$ cat src/rtl/sym_game_ctrl.sv
// rtl/sym_game_ctrl.sv - round sequencer for the symbol-counting game
// Optional randomized generator interval: define SYM_RAND_INTERVAL_EN.
module sym_game_ctrl #(
  parameter int TICK_DIV     = 100000,
  parameter int PLAY_TICKS   = 20000,
  parameter int RESULT_TICKS = 3000,
  parameter int GEN_MAX      = 200
`ifdef SYM_RAND_INTERVAL_EN
  ,
  parameter int GEN_MAX_MIN  = 100
`endif
) (
  input  logic       Clk100M,
  input  logic       Rst_n,
  input  logic       startBtn,
  input  logic       incBtn,
  input  logic       decBtn,
  input  logic       submitBtn,
  input  logic       generated,
  input  logic       special,
  output logic       genSym,
  output logic [7:0] symGenMax,
  output logic [7:0] specialCount,
  output logic [7:0] guess,
  output logic [1:0] state,
  output logic       win,
  output logic       lose
);

  localparam logic [1:0] S_IDLE   = 2'd0;
  localparam logic [1:0] S_PLAY   = 2'd1;
  localparam logic [1:0] S_GUESS  = 2'd2;
  localparam logic [1:0] S_RESULT = 2'd3;

  localparam int PRE_W   = (TICK_DIV > 1) ? $clog2(TICK_DIV) : 1;
  localparam int TICK_MX = (PLAY_TICKS > RESULT_TICKS) ? PLAY_TICKS : RESULT_TICKS;
  localparam int TICK_W  = $clog2(TICK_MX + 1);

  localparam logic [PRE_W-1:0]  PRE_LAST    = PRE_W'(TICK_DIV - 1);
  localparam logic [TICK_W-1:0] PLAY_LAST   = TICK_W'(PLAY_TICKS - 1);
  localparam logic [TICK_W-1:0] RESULT_LAST = TICK_W'(RESULT_TICKS - 1);

  logic [PRE_W-1:0]  pre;
  logic [TICK_W-1:0] ticks;
  logic [1:0]        state_nx;
  logic              tick;
  logic              running;

`ifdef SYM_RAND_INTERVAL_EN
  logic [7:0] lfsr;
  logic [7:0] rand_max;
  assign rand_max = 8'(GEN_MAX_MIN) + {2'b00, lfsr[5:0]};
`endif

  always_comb begin
    running  = (state == S_PLAY) || (state == S_RESULT);
    tick     = running && (pre == PRE_LAST);
    state_nx = state;
    case (state)
      S_IDLE:   if (startBtn) state_nx = S_PLAY;
      S_PLAY:   if (tick && ticks == PLAY_LAST) state_nx = S_GUESS;
      S_GUESS:  if (submitBtn) state_nx = S_RESULT;
      default:  if (tick && ticks == RESULT_LAST) state_nx = S_IDLE;
    endcase
  end

  always_ff @(posedge Clk100M or negedge Rst_n) begin
    if (!Rst_n) begin
      state        <= S_IDLE;
      genSym       <= 1'b0;
      specialCount <= 8'd0;
      guess        <= 8'd0;
      win          <= 1'b0;
      lose         <= 1'b0;
      symGenMax    <= 8'(GEN_MAX);
      pre          <= '0;
      ticks        <= '0;
`ifdef SYM_RAND_INTERVAL_EN
      lfsr         <= 8'hA5;
`endif
    end else begin
      state  <= state_nx;
      genSym <= (state_nx == S_PLAY);

      // Timebase restarts from zero in every state so each window is exact.
      if (state_nx != state) begin
        pre   <= '0;
        ticks <= '0;
      end else if (tick) begin
        pre   <= '0;
        ticks <= ticks + TICK_W'(1);
      end else if (running) begin
        pre   <= pre + PRE_W'(1);
      end

`ifdef SYM_RAND_INTERVAL_EN
      lfsr <= {lfsr[6:0], lfsr[7] ^ lfsr[5] ^ lfsr[4] ^ lfsr[3]};
`endif

      case (state)
        S_IDLE: begin
          if (startBtn) begin
            specialCount <= 8'd0;
            guess        <= 8'd0;
            win          <= 1'b0;
            lose         <= 1'b0;
`ifdef SYM_RAND_INTERVAL_EN
            symGenMax    <= rand_max;
`endif
          end
        end
        S_PLAY: begin
          if (generated && special && specialCount != 8'hFF)
            specialCount <= specialCount + 8'd1;
`ifdef SYM_RAND_INTERVAL_EN
          if (generated) symGenMax <= rand_max;
`endif
        end
        S_GUESS: begin
          // Submit wins over a simultaneous inc/dec and judges the held guess.
          if (submitBtn) begin
            win  <= (guess == specialCount);
            lose <= (guess != specialCount);
          end else if (incBtn && !decBtn && guess != 8'hFF) begin
            guess <= guess + 8'd1;
          end else if (decBtn && !incBtn && guess != 8'h00) begin
            guess <= guess - 8'd1;
          end
        end
        default: begin
          if (state_nx == S_IDLE) begin
            win  <= 1'b0;
            lose <= 1'b0;
`ifdef SYM_RAND_INTERVAL_EN
            symGenMax <= 8'(GEN_MAX);
`endif
          end
        end
      endcase
    end
  end

endmodule

$ cat config.mk
export PLATFORM = sky130hd
export DESIGN_NAME = sym_game_ctrl
export DESIGN_NICKNAME = d
export VERILOG_FILES = /design/src/rtl/sym_game_ctrl.sv
export SDC_FILE = /design/constraint.sdc
export NUM_CORES = 1
export LEC_CHECK = 0
export ABC_AREA = 1
export CELL_PAD_IN_SITES_DETAIL_PLACEMENT = 1
export CELL_PAD_IN_SITES_GLOBAL_PLACEMENT = 2
export CORE_MARGIN = 2
export CORE_UTILIZATION = 33
export DETAILED_ROUTE_END_ITERATION = 10
export PLACE_DENSITY_LB_ADDON = 0.15
export SYNTH_ARGS = -nofsm -noshare
export SYNTH_HDL_FRONTEND = slang
export SYNTH_SLANG_ARGS = --single-unit
$ cat constraint.sdc
create_clock -name Clk100M -period 2.3 [get_ports Clk100M]
set_input_delay 0.23 -clock Clk100M [delete_from_list [all_inputs] [get_ports Clk100M]]
set_output_delay 0.23 -clock Clk100M [all_outputs]
set_load 0.01 [all_outputs]
==> out/metrics.yaml, run 1 <==
logic_synthesis:
  synth-edff-count: 0
  synthSimpleGateAreaFrac: 0.4051
  synth_xor_area_frac: 0.07487
  yosysSeqAreaShare: 0.3543
  synth-compound-area-share: 0.04178
  async_reset_ff_frac: 1.000
  synth_flop_cell: "dfrtp_1"
  synthMuxAreaShare: 0
  ys_ff_latch: 53
  postSynthCellCount: 528
  syn-cell-area_mm2: 0.003744
  avgSynthCellArea_um2: 7.090
  synthAdderAreaFrac: 0.03543
  synth_top_family_by_area: "simple AND/OR/NAND/NOR gates"
  yosys_warnings: 8
  ys_types: 38
sta:
  fin_crit_ps: 2082
  fin_tns_setup_ps: 0
  finalHoldViolCount: 0
  finalClockSkew_ps: 4.243
  fmax_mhz: 480.3
  tightestPinTransition_ps: 515.9
  slew-limit-headroom: 0.6534
  final_max_slew_viol_count: 0
  final.period_utilization: 0.9052
  setup_viol: 0
placement:
  dp.cells: 705
  gp_congestion: 0.8439
  io_buffers: 28
  hpwlAfterDp_um: 8194
floorplanning:
  die_w_um: 110.5
  die_y_um: 110.5
  io_pins: 37
  core_mm2: 0.01094
  die_area_mm2: 0.01221
  num_rows: 38
  start_util: 0.3423
critical_path:
  cp.required_ps: 2490
  startpoint_type: "register"
  crit_buf_inv: 1
  cp_max_fo: 7
  end_kind: "register"
  cp_cell_sequence: "inv_1, nor3_1, nand2_1, nand2_4, ha_1, a21oi_2, nand2_1, nand4_1, nand3_1, or2_0, nand3_1, nand2_1"
  r2r-end: "guess[7]"
  worst-r2r-cell-count: 12
  cpPeakStageDelay_ps: 350
  path_class: "register to register"
  crit_end: "guess[7]"
  slowest_stage: "dfrtp_1"
  critical_path_depth: 12
  reg2reg_from: "guess[1]"
  cp_data_arrival_time_ps: 2270
  cpMostUsedCell: "nand2_1"
  regToRegSetupSlack_ps: 220
  path_delay_family: "simple AND/OR/NAND/NOR gates"
  startpoint: "guess[1]"
global_route:
  grt_pass1_wl_um: 18760
  antenna_found_initial: 0
  grt_max_degree: 30
  grt_pass1_vias: 3822
  grt_overflow: 0
  grt_use_total: 0.1852
drt:
  drtIter0Drc: 103
  num_vias: 3511
  postRouteAntennaNets: 0
  wl_per_cell_um: 14.94
  firstDrtPassIters: 4
  routed_wl_um: 10670
  via_per_inst: 4.917
  drc_errors: 0
worst_hold_path:
  hold_path_class: "input pin to async pin"
power:
  combPwrFrac: 0.220
  power_leakage_nw: 2.108
  clock_power_share: 0.344
  p_int_w: 0.001803
  pwr_density_cell_mw_per_mm2: 592.3
  p_seq_frac: 0.436
  ir_drop_mv: 0.3694
  p_switching_w: 0.0008235
  switching_share: 0.3136
cts:
  cts_max_path_buffers: 2
  clkSinkCount: 53
  cts_max_level: 2
  cts_tree: "yes"
  cts_buffers: 5
  clockRootBuffer: "clkbuf_16"
  clk_pin_slew_ps: 70
  clkLatencyLatePin_ps: 300
layout:
  antenna_cells: 0
  layout.nets: 591
  stdcell_count: 714
  layout-drive-gt1-share: 0.1220
  syn2layout_area_growth_pct: 18.45
run:
  cap_violations: 0
outcome:
  status: "completed"
[layout by cell type (no fill, tap or decap), drive strengths merged, types with 12 or more instances in the layout]
cell type / n
nor3: 12
nand2: 156
clkdlybuf4s50: 27
xor2: 19
buf: 17
nand3: 56
dfrtp: 53
inv: 59
o21ai: 15
nand4: 16
nor2: 81
xnor2: 13
[layout make-up]
| class | count | area, µm² |
|---|---|---|
| fill | 1410 | 6501 |
| multi-input combinational | 409 | 2131 |
| sequential | 53 | 1326 |
| timing repair buffer | 45 | 405.4 |
| inverter | 59 | 224.0 |
| tap | 140 | 175.2 |
| clock buffer | 7 | 142.6 |
| clock inverter | 1 | 30.03 |
[per-stage QoR]
step	util	setup slack (ps)	total power [W]	hold slack, ps	area [µm²]
final	0.4055	218.1	0.002626	276.6	4434
after global routing	0.4055	-7.270	0.002797	278.6	4434
after CTS	0.4041	56.17	0.002668	271.0	4419
after detailed placement	0.3874	-89.48	0.001740	60.74	4237
after global placement	0.3874	53.33	0.001719	63.34	4237
after floorplan	-	151.6	0.001506	-65.59	3770
[sequential cells by signal, summed over array words and instances, names as in the netlist]
register      flops
state             2
specialCount      8
genSym            1
pre              17
ticks            15
lose              1
win               1
guess             8
[worst register-to-register path, delay by kind of cell, from the launching register on]
family	cells	cell delay, ps
simple gates	9	1110
flops	1	350
fa+ha+maj	1	280
compound gates	1	160
buf+inv	1	90
[power groups by stage]
stage	sequential, W	combinational (W)	clock, W
final	0.00115	0.000578	0.000902
after global routing	0.00117	0.000658	0.000973
after CTS	0.00115	0.000583	0.000938
after detailed placement	0.00116	0.000579	0
after global placement	0.00116	0.000557	0
after floorplan	0.00114	0.000363	0
[logic make-up (layout without fill, tap and decap cells)]
logic type      after synthesis  after routing
flops                        53             53
other cells                   1              8
fa+ha+maj                    10             10
simple gates                330            330
buf+inv                      73            112
xor+xnor                     32             32
compound gates               29             29
[cell usage after synthesis (7+ instances only)]
| library cell | n | share of area |
|---|---|---|
| inv_1 | 51 | 0.051 |
| xnor2_1 | 13 | 0.030 |
| a21oi_1 | 9 | 0.012 |
| inv_2 | 7 | 0.0070 |
| o21ai_0 | 15 | 0.020 |
| nand3_1 | 53 | 0.071 |
| nor3_1 | 11 | 0.015 |
| ha_1 | 9 | 0.030 |
| nor2_1 | 63 | 0.063 |
| xor2_1 | 19 | 0.044 |
| dfrtp_1 | 53 | 0.35 |
| nor2_2 | 17 | 0.028 |
| nand2_1 | 149 | 0.15 |
| buf_4 | 8 | 0.016 |
| nand4_1 | 15 | 0.025 |
[worst min path at each step]
stage          start      end  slack (ps)  cells past startpoint
3_5_place_dp   Rst_n  pre[13]          60                      1
4_1_cts        Rst_n  pre[13]         270                      2
6_report       Rst_n  pre[13]         280                      2
5_1_grt        Rst_n  pre[13]         280                      2
3_3_place_gp   Rst_n  pre[13]          60                      1
2_1_floorplan  Rst_n   genSym         -70                      0
[layer usage]
| metal | track usage | wire (µm) | vias to the layer above |
|---|---|---|---|
| met5 | 0 | 0 | - |
| li1 | - | - | 1749 |
| met2 | 0.3211 | 5068 | 43 |
| met3 | 0.02525 | 211 | 15 |
| met4 | 0.05250 | 187 | 0 |
| met1 | 0.2411 | 5198 | 1704 |
[repair_timing]
action | CTS | global route
hold buffers | 1 | 0
setup buffers | 0 | 0
endpoints found under the hold margin | 4 | 0
endpoints found under the setup margin | 0 | 2
resized for setup | 0 | 5
Note: power is estimated with default switching activity, not from simulation.
==> run 2, diff against run 1 <==
Settings changed: CORE_MARGIN 2 to 5, CORE_UTILIZATION 33 to 25, PLACE_DENSITY from default to 0.72, PLACE_DENSITY_LB_ADDON 0.15 to default.
==> run 2 against run 1 <==
Clock power fell by 12%; core utilization fell by 10 points; clock skew rose by 4.8 ps; non-clock buffer count did not move; via count fell by 0.20%; clock-buffer cell count fell by 2; routed wire length rose by 2.7%.
==> out/metrics.yaml, run 2 (synthesis gave the netlist of run 1 again) <==
outcome:
  status: "completed"
drt:
  wl_per_cell_um: 14.45
  via_per_inst: 4.623
  postRouteAntennaNets: 0
  num_vias: 3504
  firstDrtPassIters: 4
  drc_errors: 0
  routed_wl_um: 10950
  drtIter0Drc: 92
global_route:
  grt_pass1_vias: 3919
  grt_use_total: 0.1307
  grt_max_degree: 54
  antenna_found_initial: 0
  grt_pass1_wl_um: 19050
  grt_overflow: 0
floorplanning:
  start_util: 0.2566
  io_pins: 37
  die_y_um: 132.4
  core_mm2: 0.01459
  die_w_um: 132.4
  die_area_mm2: 0.01752
  num_rows: 44
sta:
  final.period_utilization: 0.9101
  finalHoldViolCount: 0
  hold-worst-slack_ps: 43.31
  tightestPinTransition_ps: 721.2
  slew-limit-headroom: 0.5192
  setup_viol: 0
  fmax_mhz: 477.7
  fin_tns_setup_ps: 0
  fin_crit_ps: 2093
  rsz0062_at_grt: "no"
  final_max_slew_viol_count: 0
  finalClockSkew_ps: 9.007
  worst_slack_ps: 206.7
cts:
  cts_buffers: 5
  clkSinkCount: 53
  cts_max_level: 2
  clk_pin_slew_ps: 80
  clockRootBuffer: "clkbuf_16"
  holdBufCountCts: 0
  cts_setup_buffers: 0
  cts_max_path_buffers: 2
  cts_tree: "yes"
  clkLatencyLatePin_ps: 310
layout:
  largest_reg_flops: 17
  multi_input_area_mm2: 0.002128
  layout_common_cells: "148 x nand2_1, 63 x nor2_1, 53 x nand3_1, 53 x dfrtp_1, 51 x inv_1"
  syn2layout_area_growth_pct: 19.08
  final_common_cell: "nand2_1"
  stdcell_count: 758
  nFillCells: 1821
  layout-drive-gt1-share: 0.1237
  max_flop_register: "pre"
  seq_area_mm2: 0.001326
  layout.nets: 591
  antenna_cells: 0
  largest_registers: "pre (17), ticks (15)"
critical_path:
  cp_max_fo: 7
  path_class: "register to register"
  slowest_stage: "dfrtp_1"
  cp_cell_sequence: "inv_1, nor3_2, nand2_1, nand2_4, ha_1, a21oi_1, nand2_1, nand4_1, nand3_1, or2_0, nand3_1, nand2_1"
  cp.required_ps: 2500
  cpMostUsedCell: "nand2_1"
  cpPeakStageDelay_ps: 380
  end_kind: "register"
  cp_data_arrival_time_ps: 2300
  startpoint_type: "register"
placement:
  hpwlAfterDp_um: 8491
  place_ws_ps: -48.82
  io_buffers: 28
  dp.cells: 750
  gp_congestion: 0.8419
power:
  ir_drop_mv: 0.2570
  power_leakage_nw: 2.093
  totalPowerFinal_w: 0.002508
  pwr_density_cell_mw_per_mm2: 562.6
run:
  cap_violations: 0
worst_hold_path:
  hold_path_class: "input pin to async pin"
-- run 2: cell types whose count changed in the layout (fill, tap and decap cells not counted), sizes merged --
cell         previous run  this run
clkbuf                  7         5
buf                    17        18
bufinv                  1         0
clkinv                  0         1
clkinvlp                0         1
dlygate4sd3             1         0
inv                    59        60
-- run 2: path summary, 6_finish.rpt --
kind                          start  endpoint  slack (ps)  depth (start not counted)
min in group Clk100M           lose      lose         490                          2
min                           Rst_n    pre[7]          40                          2
max reg2reg                guess[1]  guess[7]         210                         12
min reg2reg                    lose      lose         490                          2
max in group asynchronous     Rst_n  ticks[2]        1750                          2
max                        guess[1]  guess[7]         210                         12
-- run 2: layout make-up --
type | instances | area share
inverter | 59 | 0.05024
timing repair buffer | 45 | 0.09037
clock inverter | 3 | 0.004771
tap | 184 | 0.05164
multi-input combinational | 409 | 0.4774
clock buffer | 5 | 0.02807
sequential | 53 | 0.2975
-- run 2: repair_timing --
action	4_1_cts	5_1_grt
hold endpoints to repair	0	0
resized for setup	0	3
endpoints found under the setup margin	0	4
-- run 2: through the flow --
stage / utilization / area, µm²
2_1_floorplan: - / 3770
3_3_place_gp: 0.2947 / 4299
3_5_place_dp: 0.2947 / 4299
4_1_cts: 0.3047 / 4446
5_1_grt: 0.3056 / 4458
6_report: 0.3056 / 4458
-- run 2: power by group --
| part | total, W | internal (W) | leakage (nW) | switching [W] |
|---|---|---|---|---|
| clock | 0.000790 | 0.000407 | 0.0702 | 0.000383 |
| sequential | 0.00115 | 0.00101 | 0.719 | 0.000140 |
| combinational | 0.000568 | 0.000245 | 1.30 | 0.000323 |
-- run 2: critical path, delay by kind of cell, from the launching register on --
kind / cells / cell delay, ps
fa+ha+maj: 1 / 320
flops: 1 / 380
simple gates: 9 / 960
buf+inv: 1 / 150
compound gates: 1 / 190
-- run 2: routing by layer --
| metal | vias up | track usage | wire, µm |
|---|---|---|---|
| li1 | 1748 | - | - |
| met2 | 48 | 0.2165 | 5056 |
| met5 | - | 0 | 0 |
| met1 | 1688 | 0.1663 | 5312 |
| met3 | 20 | 0.02557 | 296 |
| met4 | 0 | 0.05373 | 288 |
==> run 3, diff against run 2 <==
Settings changed: CORE_ASPECT_RATIO from default to 1.25, CTS_CLUSTER_SIZE from default to 20.
==> run 3 against run 2 <==
Setup slack better by 30 ps; power is 1.4% lower; final cell count stayed put; sequential power about the same; routed wire length decreased by 2.0%; via count down 0.11%; worst hold slack better by 33 ps; clock-buffer cell count grew 3; cell area grew 0.14%; combinational power hardly changed; register-to-register slack improved by 30 ps; fmax increased by 1.4%.
==> out/metrics.yaml, run 3 (synthesis gave the netlist of run 1 again) <==
outcome:
  status: "completed"
worst_hold_path:
  hold_path_class: "input pin to async pin"
critical_path:
  worst-r2r-cell-count: 12
  path_class: "register to register"
  cpMostUsedCell: "nand2_1"
  reg2reg_from: "guess[0]"
  cp_cell_sequence: "inv_2, nor3_2, nand2_1, nand2_4, ha_1, a21oi_2, nand2_1, nand4_1, nand3_1, or2_0, nand3_1, nand2_1"
  cpPeakStageDelay_ps: 370
  crit_buf_inv: 1
  r2r-end: "guess[7]"
  path_delay_family: "simple AND/OR/NAND/NOR gates"
  end_kind: "register"
  cp_max_fo: 8
  regToRegSetupSlack_ps: 240
  cp_data_arrival_time_ps: 2260
  cp.required_ps: 2490
  slowest_stage: "dfrtp_1"
  startpoint_type: "register"
drt:
  num_vias: 3500
  firstDrtPassIters: 4
  postRouteAntennaNets: 0
  drc_errors: 0
  via_per_inst: 4.617
  wl_per_cell_um: 14.16
  drtIter0Drc: 100
  routed_wl_um: 10730
global_route:
  grt_use_total: 0.1289
  grt_overflow: 0
  antenna_found_initial: 0
  gr-usage-met2: 0.2410
  use_met1: 0.1508
  grt.busiest_layer: "met2"
  use_met3: 0.01887
  grt_max_degree: 54
  grt_pass1_wl_um: 18600
  grt_pass1_vias: 3844
sta:
  rsz0062_at_grt: "no"
  fmax_mhz: 484.6
  fin_tns_setup_ps: 0
  finalClockSkew_ps: 6.697
  tightestPinTransition_ps: 721.4
  final_max_slew_viol_count: 0
  finalHoldViolCount: 0
  fin_crit_ps: 2064
  slew-limit-headroom: 0.5191
  setup_viol: 0
  final.period_utilization: 0.8972
power:
  p_switching_w: 0.0008099
  totalPowerFinal_w: 0.002474
  switching_share: 0.3274
  power_leakage_nw: 2.099
  pwr_density_cell_mw_per_mm2: 554.2
  ir_drop_mv: 0.3116
  p_seq_frac: 0.465
  clock_power_share: 0.305
  combPwrFrac: 0.230
  p_int_w: 0.001664
placement:
  io_buffers: 28
  gp_congestion: 0.8494
  hpwlAfterDp_um: 8266
  placed_area_mm2: 0.004312
  dp.cells: 750
layout:
  largest_registers: "pre (17), ticks (15)"
  fin_area_mm2: 0.004464
  max_flop_register: "pre"
  layout-drive-gt1-share: 0.1233
  final_common_cell: "nand2_1"
  stdcell_count: 758
  syn2layout_area_growth_pct: 19.25
  layout_common_cells: "148 x nand2_1, 63 x nor2_1, 53 x nand3_1, 53 x dfrtp_1, 51 x inv_1"
  layout.nets: 593
  largest_reg_flops: 17
  utilization: 0.3011
  antenna_cells: 0
floorplanning:
  core_mm2: 0.01483
  die_w_um: 119.5
  num_rows: 50
  start_util: 0.2525
  die_y_um: 146.8
  die_area_mm2: 0.01754
  io_pins: 37
cts:
  cts_max_path_buffers: 2
  clkSinkCount: 53
  cts_buffers: 5
  cts_tree: "yes"
  clkLatencyLatePin_ps: 300
  clk_pin_slew_ps: 70
  holdBufCountCts: 0
  cts_max_level: 2
  clockRootBuffer: "clkbuf_16"
run:
  cap_violations: 0
run 3: cell count changes in the layout (fill, tap and decap cells not counted), sizes merged:
| cell | previous run | this run |
|---|---|---|
| clkinvlp | 1 | 0 |
| clkinv | 1 | 0 |
| inv | 60 | 59 |
| clkbuf | 5 | 8 |
| buf | 18 | 20 |
run 3: power by group through the flow:
| stage | Clock [W] | Combinational, W | Sequential (W) |
|---|---|---|---|
| floorplan | 0 | 0.000363 | 0.00114 |
| global placement | 0 | 0.000562 | 0.00117 |
| global route | 0.000829 | 0.000654 | 0.00117 |
| detailed placement | 0 | 0.000582 | 0.00117 |
| CTS | 0.000788 | 0.000583 | 0.00116 |
| finish | 0.000755 | 0.000570 | 0.00115 |
run 3: routing by layer:
metal	share of wire	routed length [µm]	vias up
met5	0	0	-
met4	0.018	188	0
met3	0.016	175	12
met2	0.53	5636	31
met1	0.44	4731	1701
li1	-	-	1756
run 3: what timing repair did:
item,in CTS,in global routing
setup endpoints to repair,1,2
gates cloned,0,0
setup buffers,0,0
resized for setup,1,3
run 3: worst max-delay path by stage:
stage / start / endpoint / slack, ps / depth (start not counted)
2_1_floorplan: guess[0] / guess[7] / 150 / 12
3_3_place_gp: incBtn / guess[7] / -20 / 12
3_5_place_dp: incBtn / guess[7] / -100 / 12
4_1_cts: guess[0] / guess[7] / 60 / 12
5_1_grt: pre[0] / pre[10] / 10 / 10
6_report: guess[0] / guess[7] / 240 / 12
run 3: cell type report:
class / instances / area (µm²)
fillers: 1842 / 10360
multi-input cells: 409 / 2132
flip-flops and latches: 53 / 1326
repair buffers: 47 / 417.9
well taps: 182 / 227.7
inverters: 59 / 224.0
clock buffers: 8 / 136.4
run 3: metrics by stage:
step                      setup WS (ps)  hold slack, ps
final                             236.4           76.02
after detailed placement         -103.4           433.4
after CTS                         61.16           116.0
after global placement           -18.05           423.1
after floorplan                   151.6          -65.59
after global routing              12.76           143.2
